**src/rtl/e203_exu_wbck_arbt.sv**
```systemverilog
// Write-back arbiter in front of the GPR write port: ALU results vs. buffered long-pipe results.
// Optional same-cycle long-pipe bypass when the FIFO is empty: define E203_WBCK_LONGP_BYPASS_EN.
module e203_exu_wbck_arbt #(
   parameter int unsigned DW = 32,
   parameter int unsigned AW = 5,
   parameter int unsigned DP = 2
) (
   input  logic                     clk,
   input  logic                     rst_n,
   input  logic                     alu_wbck_i_valid,
   output logic                     alu_wbck_i_ready,
   input  logic [DW-1:0]            alu_wbck_i_wdat,
   input  logic [AW-1:0]            alu_wbck_i_rdidx,
   input  logic                     longp_wbck_i_valid,
   output logic                     longp_wbck_i_ready,
   input  logic [DW-1:0]            longp_wbck_i_wdat,
   input  logic [AW-1:0]            longp_wbck_i_rdidx,
   input  logic                     longp_wbck_i_err,
   output logic                     rf_wbck_o_ena,
   output logic [DW-1:0]            rf_wbck_o_wdat,
   output logic [AW-1:0]            rf_wbck_o_rdidx,
   output logic                     longp_pend,
   output logic [$clog2(DP+1)-1:0]  longp_cnt
);
   localparam int unsigned CW = $clog2(DP + 1);
   localparam int unsigned PW = (DP > 1) ? $clog2(DP) : 1;
   localparam int unsigned EW = 1 + AW + DW;

   logic [EW-1:0] fifo_mem [DP];
   logic [PW-1:0] rd_ptr;
   logic [PW-1:0] wr_ptr;
   logic [CW-1:0] cnt;

   logic          full;
   logic          head_vld;
   logic          head_err;
   logic [AW-1:0] head_rdidx;
   logic [DW-1:0] head_wdat;
   logic          bypass;
   logic          push;
   logic          pop;
   logic          grant_head;

   logic          win_vld;
   logic          win_err;
   logic [AW-1:0] win_rdidx;
   logic [DW-1:0] win_wdat;

   function automatic logic [PW-1:0] ptr_inc(input logic [PW-1:0] p);
      return (p == PW'(DP - 1)) ? '0 : p + PW'(1);
   endfunction

   assign full     = (cnt == CW'(DP));
   assign head_vld = (cnt != '0);
   assign {head_err, head_rdidx, head_wdat} = fifo_mem[rd_ptr];

`ifdef E203_WBCK_LONGP_BYPASS_EN
   // Empty FIFO and idle ALU: long-pipe result goes straight to the write port.
   assign bypass = ~head_vld & ~alu_wbck_i_valid & longp_wbck_i_valid;
`else
   assign bypass = 1'b0;
`endif

   // The FIFO head yields to the ALU unless it is blocking further long-pipe pushes.
   assign grant_head         = head_vld & (~alu_wbck_i_valid | full);
   assign alu_wbck_i_ready   = ~(head_vld & full);
   assign longp_wbck_i_ready = ~full;
   assign push               = longp_wbck_i_valid & longp_wbck_i_ready & ~bypass;
   assign pop                = grant_head;

   always_comb begin
      win_vld   = 1'b0;
      win_err   = 1'b0;
      win_rdidx = '0;
      win_wdat  = '0;
      if (grant_head) begin
         win_vld   = 1'b1;
         win_err   = head_err;
         win_rdidx = head_rdidx;
         win_wdat  = head_wdat;
      end else if (bypass) begin
         win_vld   = 1'b1;
         win_err   = longp_wbck_i_err;
         win_rdidx = longp_wbck_i_rdidx;
         win_wdat  = longp_wbck_i_wdat;
      end else if (alu_wbck_i_valid & alu_wbck_i_ready) begin
         win_vld   = 1'b1;
         win_rdidx = alu_wbck_i_rdidx;
         win_wdat  = alu_wbck_i_wdat;
      end
   end

   // Errored results and x0 writes are consumed without touching the regfile.
   assign rf_wbck_o_ena   = win_vld & ~win_err & (win_rdidx != '0);
   assign rf_wbck_o_wdat  = win_wdat;
   assign rf_wbck_o_rdidx = win_rdidx;

   assign longp_pend = head_vld;
   assign longp_cnt  = cnt;

   always_ff @(posedge clk or negedge rst_n) begin
      if (!rst_n) begin
         cnt    <= '0;
         rd_ptr <= '0;
         wr_ptr <= '0;
      end else begin
         if (push) wr_ptr <= ptr_inc(wr_ptr);
         if (pop)  rd_ptr <= ptr_inc(rd_ptr);
         case ({push, pop})
            2'b10:   cnt <= cnt + CW'(1);
            2'b01:   cnt <= cnt - CW'(1);
            default: cnt <= cnt;
         endcase
      end
   end

   // Payload storage needs no reset; occupancy is tracked by cnt.
   always_ff @(posedge clk) begin
      if (push) fifo_mem[wr_ptr] <= {longp_wbck_i_err, longp_wbck_i_rdidx, longp_wbck_i_wdat};
   end

endmodule

```
**config.mk**
```make
export PLATFORM = sky130hd
export DESIGN_NAME = e203_exu_wbck_arbt
export DESIGN_NICKNAME = d
export VERILOG_FILES = /design/src/rtl/e203_exu_wbck_arbt.sv
export SDC_FILE = /design/constraint.sdc
export NUM_CORES = 1
export LEC_CHECK = 0
export BUFFER_PORTS_ARGS = -buffer_cell sky130_fd_sc_hd__buf_2
export CORE_ASPECT_RATIO = 0.8
export CORE_UTILIZATION = 50
export CTS_BUF_LIST = sky130_fd_sc_hd__clkbuf_2 sky130_fd_sc_hd__clkbuf_4 sky130_fd_sc_hd__clkbuf_8
export DETAILED_ROUTE_END_ITERATION = 16
export PLACE_DENSITY_LB_ADDON = 0.15
export SYNTH_ARGS = -nofsm -noshare
export SYNTH_HDL_FRONTEND = slang
export SYNTH_SLANG_ARGS = --single-unit
```
**constraint.sdc**
```tcl
create_clock -name clk -period 3.45 [get_ports clk]
set_input_delay 0.1725 -clock clk [delete_from_list [all_inputs] [get_ports clk]]
set_output_delay 0.1725 -clock clk [all_outputs]
set_load 0.02 [all_outputs]
```
# Yosys cells after proc, flatten, opt, wreduce, memory -nomap -nowiden
# Memories as Yosys holds them, arrays and structs flattened.
# Index checks and enable logic that the tools add are counted.
# totals
mem_bits_rw	76
inputBits	79
output_inout_bits	43
latchBits	0
ff_bits	4
memories	1
romBits	0
word_cells	37
# mem_list
memory	words	word_bits	rd	rd_ports_with_merged_regs	wr	line	source
fifo_mem	2	38	1	0	1	29	logic [EW-1:0] fifo_mem [DP];
# op_classes
n_lt_le_gt_ge	0
reduce_logical	3
n_eq_ne	3
bitwise	11
add_sub_neg	4
n_mul	0
shift	0
mux	12
n_div	0
# ops
cell	n
$mux W32	2
$mux W5	2
$mux W1	7
$and A1 B1 Y1	6
$reduce_bool A5 Y1	1
$eq A2 B2 Y1 const B	2
$not A1 Y1	4
$pmux W2 S2	1
$reduce_bool A2 Y1	2
$add A1 B1 Y1 const B	2
$add A2 B1 Y2 const B	1
$eq A2 B1 Y1 const B	1
$sub A2 B1 Y2 const B	1
$or A1 B1 Y1	1

# Logic depth before layout (Yosys ltp)
# depth
ltp_word	8
ltp_mapped	10
ltp_nobuf	7

# Least setup slack after synthesis
# Ideal clock, no wire load.
# synth_timing
path_kind	flip-flop to flip-flop
startpoint	register cnt[0], in the netlist longp_cnt[0]
endpoint	memory fifo_mem[0][0] (netlist name), enable pin
arrival_ps	2533
setup_time_ps	433
stages_incl_launch_ff	5
synth_period_minus_slack_ps	2966
required_time_ps	3017
path_slack_ps	484
path_cell_list	dfrtp_1 > nand2b_1 > buf_6 > nand2_1 > nor2_1
# synth_between
elab_chain_len	5
# synth_rtl
item	line	source
start, declared	32	logic [CW-1:0] cnt;
start signal, assigned	110	2'b10: cnt <= cnt + CW'(1);
start signal, assigned	111	2'b01: cnt <= cnt - CW'(1);
start signal, assigned	112	default: cnt <= cnt;
$eq A2 B2 Y1	53	assign full = (cnt == CW'(DP));
$not A1 Y1	67	assign longp_wbck_i_ready = ~full;
$and A1 B1 Y1	68	assign push = longp_wbck_i_valid & longp_wbck_i_ready & ~bypass;
$mux W1	119	if (push) fifo_mem[wr_ptr] <= {longp_wbck_i_err, longp_wbck_i_rdidx, longp_wbck_i_wdat};
$mux W1 (not written as such)	119	
end, declared	29	
# Every way passes these cells.

# Worst setup path in the final report
# layout_timing
startpoint	register rd_ptr
endpoint	output port rf_wbck_o_ena
# layout_between
elab_chain_len	5
word_cells_on_any_way	7
# layout_rtl
item	line	source
start, declared	30	logic [PW-1:0] rd_ptr;
start signal, assigned	108	if (pop) rd_ptr <= ptr_inc(rd_ptr);
$mem_v2 Z2 W38 *	n/a	
$mux W1	76	if (grant_head) begin
$not A1 Y1	94	assign rf_wbck_o_ena = win_vld & ~win_err & (win_rdidx != '0);
$and A1 B1 Y1	94	
$and A1 B1 Y1 *	94	
end, declared	19	output logic rf_wbck_o_ena,
# Every way passes the cells marked *; elsewhere a longest branch is shown, timed or not.

==> results.ini <==
[outcome]
run_status = finished, final reports clean

[worst_setup_path]
cp_cell_sequence = buf_4 > mux2i_1 > a2bb2oi_1 > a41oi_1 > buf_2
required_ns = 3.28
worst_path_max_delay_cell = dfrtp_2
startpoint = rd_ptr$_DFFE_PN0N_
worstRegToRegCells = 4
critPathLaunchType = flip-flop
crit_end = rf_wbck_o_ena
r2r_slack_ns = 1.16
path_max_fanout = 21
path_class = flip-flop to output port
r2r_end = fifo_mem[0][31]$_DFFE_PP_
reg2reg_from = longp_cnt[0]$_DFFE_PN0P_
worstPathArrival_ns = 2.32
critPathMaxStageDelay_ns = 0.74
cp-end-kind = output port

[synthesis]
synthMuxAreaShare_pct = 11.3
synth_xor_area_share_pct = 1.30
syn-cell-area_mm2 = 0.00337
synth_top_family_by_area = multiplexers
synth_seq_cells = 80
synth-compound-area-share_pct = 7.27
synthAdderAreaFrac_pct = 0.371
postSynthCellCount = 226
syn-num-nets = 306
ys_types = 23
yosys.area_share.simple_pct = 5.60
yosysSeqAreaShare_pct = 70.6
synth_warnings = 0
synth_area_per_cell_um2 = 14.9

[placed_design]
post-place-cells = 419
place_congestion = 0.729
placed_cell_area_mm2 = 0.00400
portBuffers = 121
detailed_place_hpwl_um = 4240

[route]
vias = 2194
drcViolationCount = 0
dr.first_iter.drc_count = 90
ant_nets = 0
dr.pass1.iters = 4
wl_per_cell_um = 14.6
via_per_inst = 5.03
drt_wl_total_um = 6360

[timing]
drv_slew = 0
fin_crit_ns = 2.50
rsz0062_at_grt = no
tightestPinTransition_ns = 0.938
setup_viol = 0
fin_crit_sh_pct = 72.3
fin_skew_ns = 0.00591
slew_headroom_pct = 37.3
fmax_mhz = 401
tns_ns = 0
hold_viol_final = 0

[cells_and_area]
n_antenna_cell = 0
stdcell_area_mm2 = 0.00422
fill_cells = 495
syn_to_final_growth_pct = 25.2
instances_no_fill = 436
final_net_count = 427
drive_above_1_share_pct = 41.8
fin_util_pct = 65.6

[grt]
grt_overflow = 0
grt_max_degree = 39
grt_first_pass_wirelength_um = 9260
grt_usage_pct = 18.3
antenna_found_initial = 1
grt_pass1_vias = 1970

[floorplanning]
dieArea_mm2 = 0.00708
die_y_um = 75.5
fp.dieW_um = 93.8
core_mm2 = 0.00644
initial_utilization_pct = 52.4
placementRows = 26
num_io_pins = 122

[power_and_ir_drop]
vdd_drop_max_uv = 386
leakagePower_uw = 0.00180
power_density_mw_per_mm2 = 880

[clocking]
cts-root-buf = clkbuf_8
cts_tree = done
cts_sinks = 80
clk_pin_slew_ns = 0.08
cts_made_buffers = 9
clock_latency_ns = 0.33
htreeDepth = 3
cts_buffer_depth = 2
cts_resized = 0

[min_path]
hp-class = input pin to flip-flop
min_path_cells = 1

[flow_run]
cap_violations = 0

layout make-up:
class | count | area [um2] | share of cell area (%)
multi-input cells | 128 | 878 | 20.8
well taps | 84 | 105 | 2.49
clock inverters | 7 | 86.3 | 2.04
clock buffers | 9 | 124 | 2.93
inverters | 4 | 15.0 | 0.356
repair buffers | 124 | 631 | 14.9
flip-flops and latches | 80 | 2380 | 56.4
worst min path at each step:
stage / startpoint / end / slack [ns]
CTS: longp_wbck_i_wdat[16] / fifo_mem[1][16]$_DFFE_PP_ / 0.003
floorplan: rst_n / longp_cnt[0]$_DFFE_PN0P_ / -0.12
detailed placement: rst_n / longp_cnt[0]$_DFFE_PN0P_ / -0.02
global route: longp_wbck_i_wdat[7] / fifo_mem[0][7]$_DFFE_PP_ / 0.003
global placement: rst_n / longp_cnt[1]$_DFFE_PN0P_ / -0.01
finish: longp_wbck_i_wdat[16] / fifo_mem[1][16]$_DFFE_PP_ / 0.02
cells in the mapped netlist (all sizes together):
cell	number	area, um2
nand2b	2	12.5
dfrtp	4	100
a2111oi	1	27.5
inv	4	15.0
a21o	1	7.51
ha	1	12.5
nand2	33	124
mux2i	38	380
a2bb2oi	3	26.3
or2	2	12.5
and3	2	15.0
xnor2	4	35.0
a21oi	3	15.0
buf	14	104
edfxtp	76	2280
xor2	1	8.76
o21ai	32	160
and2	2	17.5
nor2	2	7.51
a41oi	1	8.76
layout by cell type, fill, tap and decap left out, drive strengths merged:
cell type / n
buf: 123
edfxtp: 76
mux2i: 38
nand2: 33
o21ai: 32
clkbuf: 9
inv: 4
xnor2: 4
clkinv: 4
dfrtp: 4
a2bb2oi: 3
a21oi: 3
nand2b: 2
and2: 2
and3: 2
or2: 2
bufinv: 2
nor2: 2
a21o: 1
a2111oi: 1
a41oi: 1
xor2: 1
ha: 1
clkinvlp: 1
dlygate4sd3: 1
worst max-delay path, delay by kind of cell, from the launching register on:
family / cells / cell delay, ns
muxes: 1 / 0.26
AOI/OAI and AO/OA: 2 / 0.37
DFF: 1 / 0.74
buffers and inverters: 2 / 0.61
report_power, final:
part / switching [uW] / internal, uW
Clock: 308 / 401
Sequential: 123 / 1340
Combinational: 982 / 567
Total: 1410 / 2300
stage by stage:
stage | hold WS, ns | setup slack, ns | power (uW)
3_5_place_dp | -0.0155 | 1.12 | 3040
2_1_floorplan | -0.123 | 0.484 | 2620
5_1_grt | 0.00267 | 0.802 | 3930
6_report | 0.0177 | 0.954 | 3720
3_3_place_gp | -0.0149 | 1.27 | 3000
4_1_cts | 0.00293 | 0.905 | 3750
cell families after synthesis:
logic type | after synthesis
fa+ha+maj | 1
mux | 38
flops | 80
buf+inv | 18
compound gates | 41
xor+xnor | 5
simple gates | 43
timing repair:
item	4_1_cts	5_1_grt
hold buffers	1	0
hold endpoints to repair	4	0
buffers inserted	0	0
state kept, by name, summed over array words and instances, names as in the netlist:
signal	flops
fifo_mem	76
longp_cnt	2
rd_ptr	1
wr_ptr	1
routing by layer:
layer	track usage, %	vias to the layer above	part of all wire [%]
met5	0	-	0.16
met4	8.38	2	1.6
met3	5.19	13	6.3
met2	31.3	85	47
met1	22.0	1019	44
li1	-	1075	-
(Power assumes the default switching activity.)
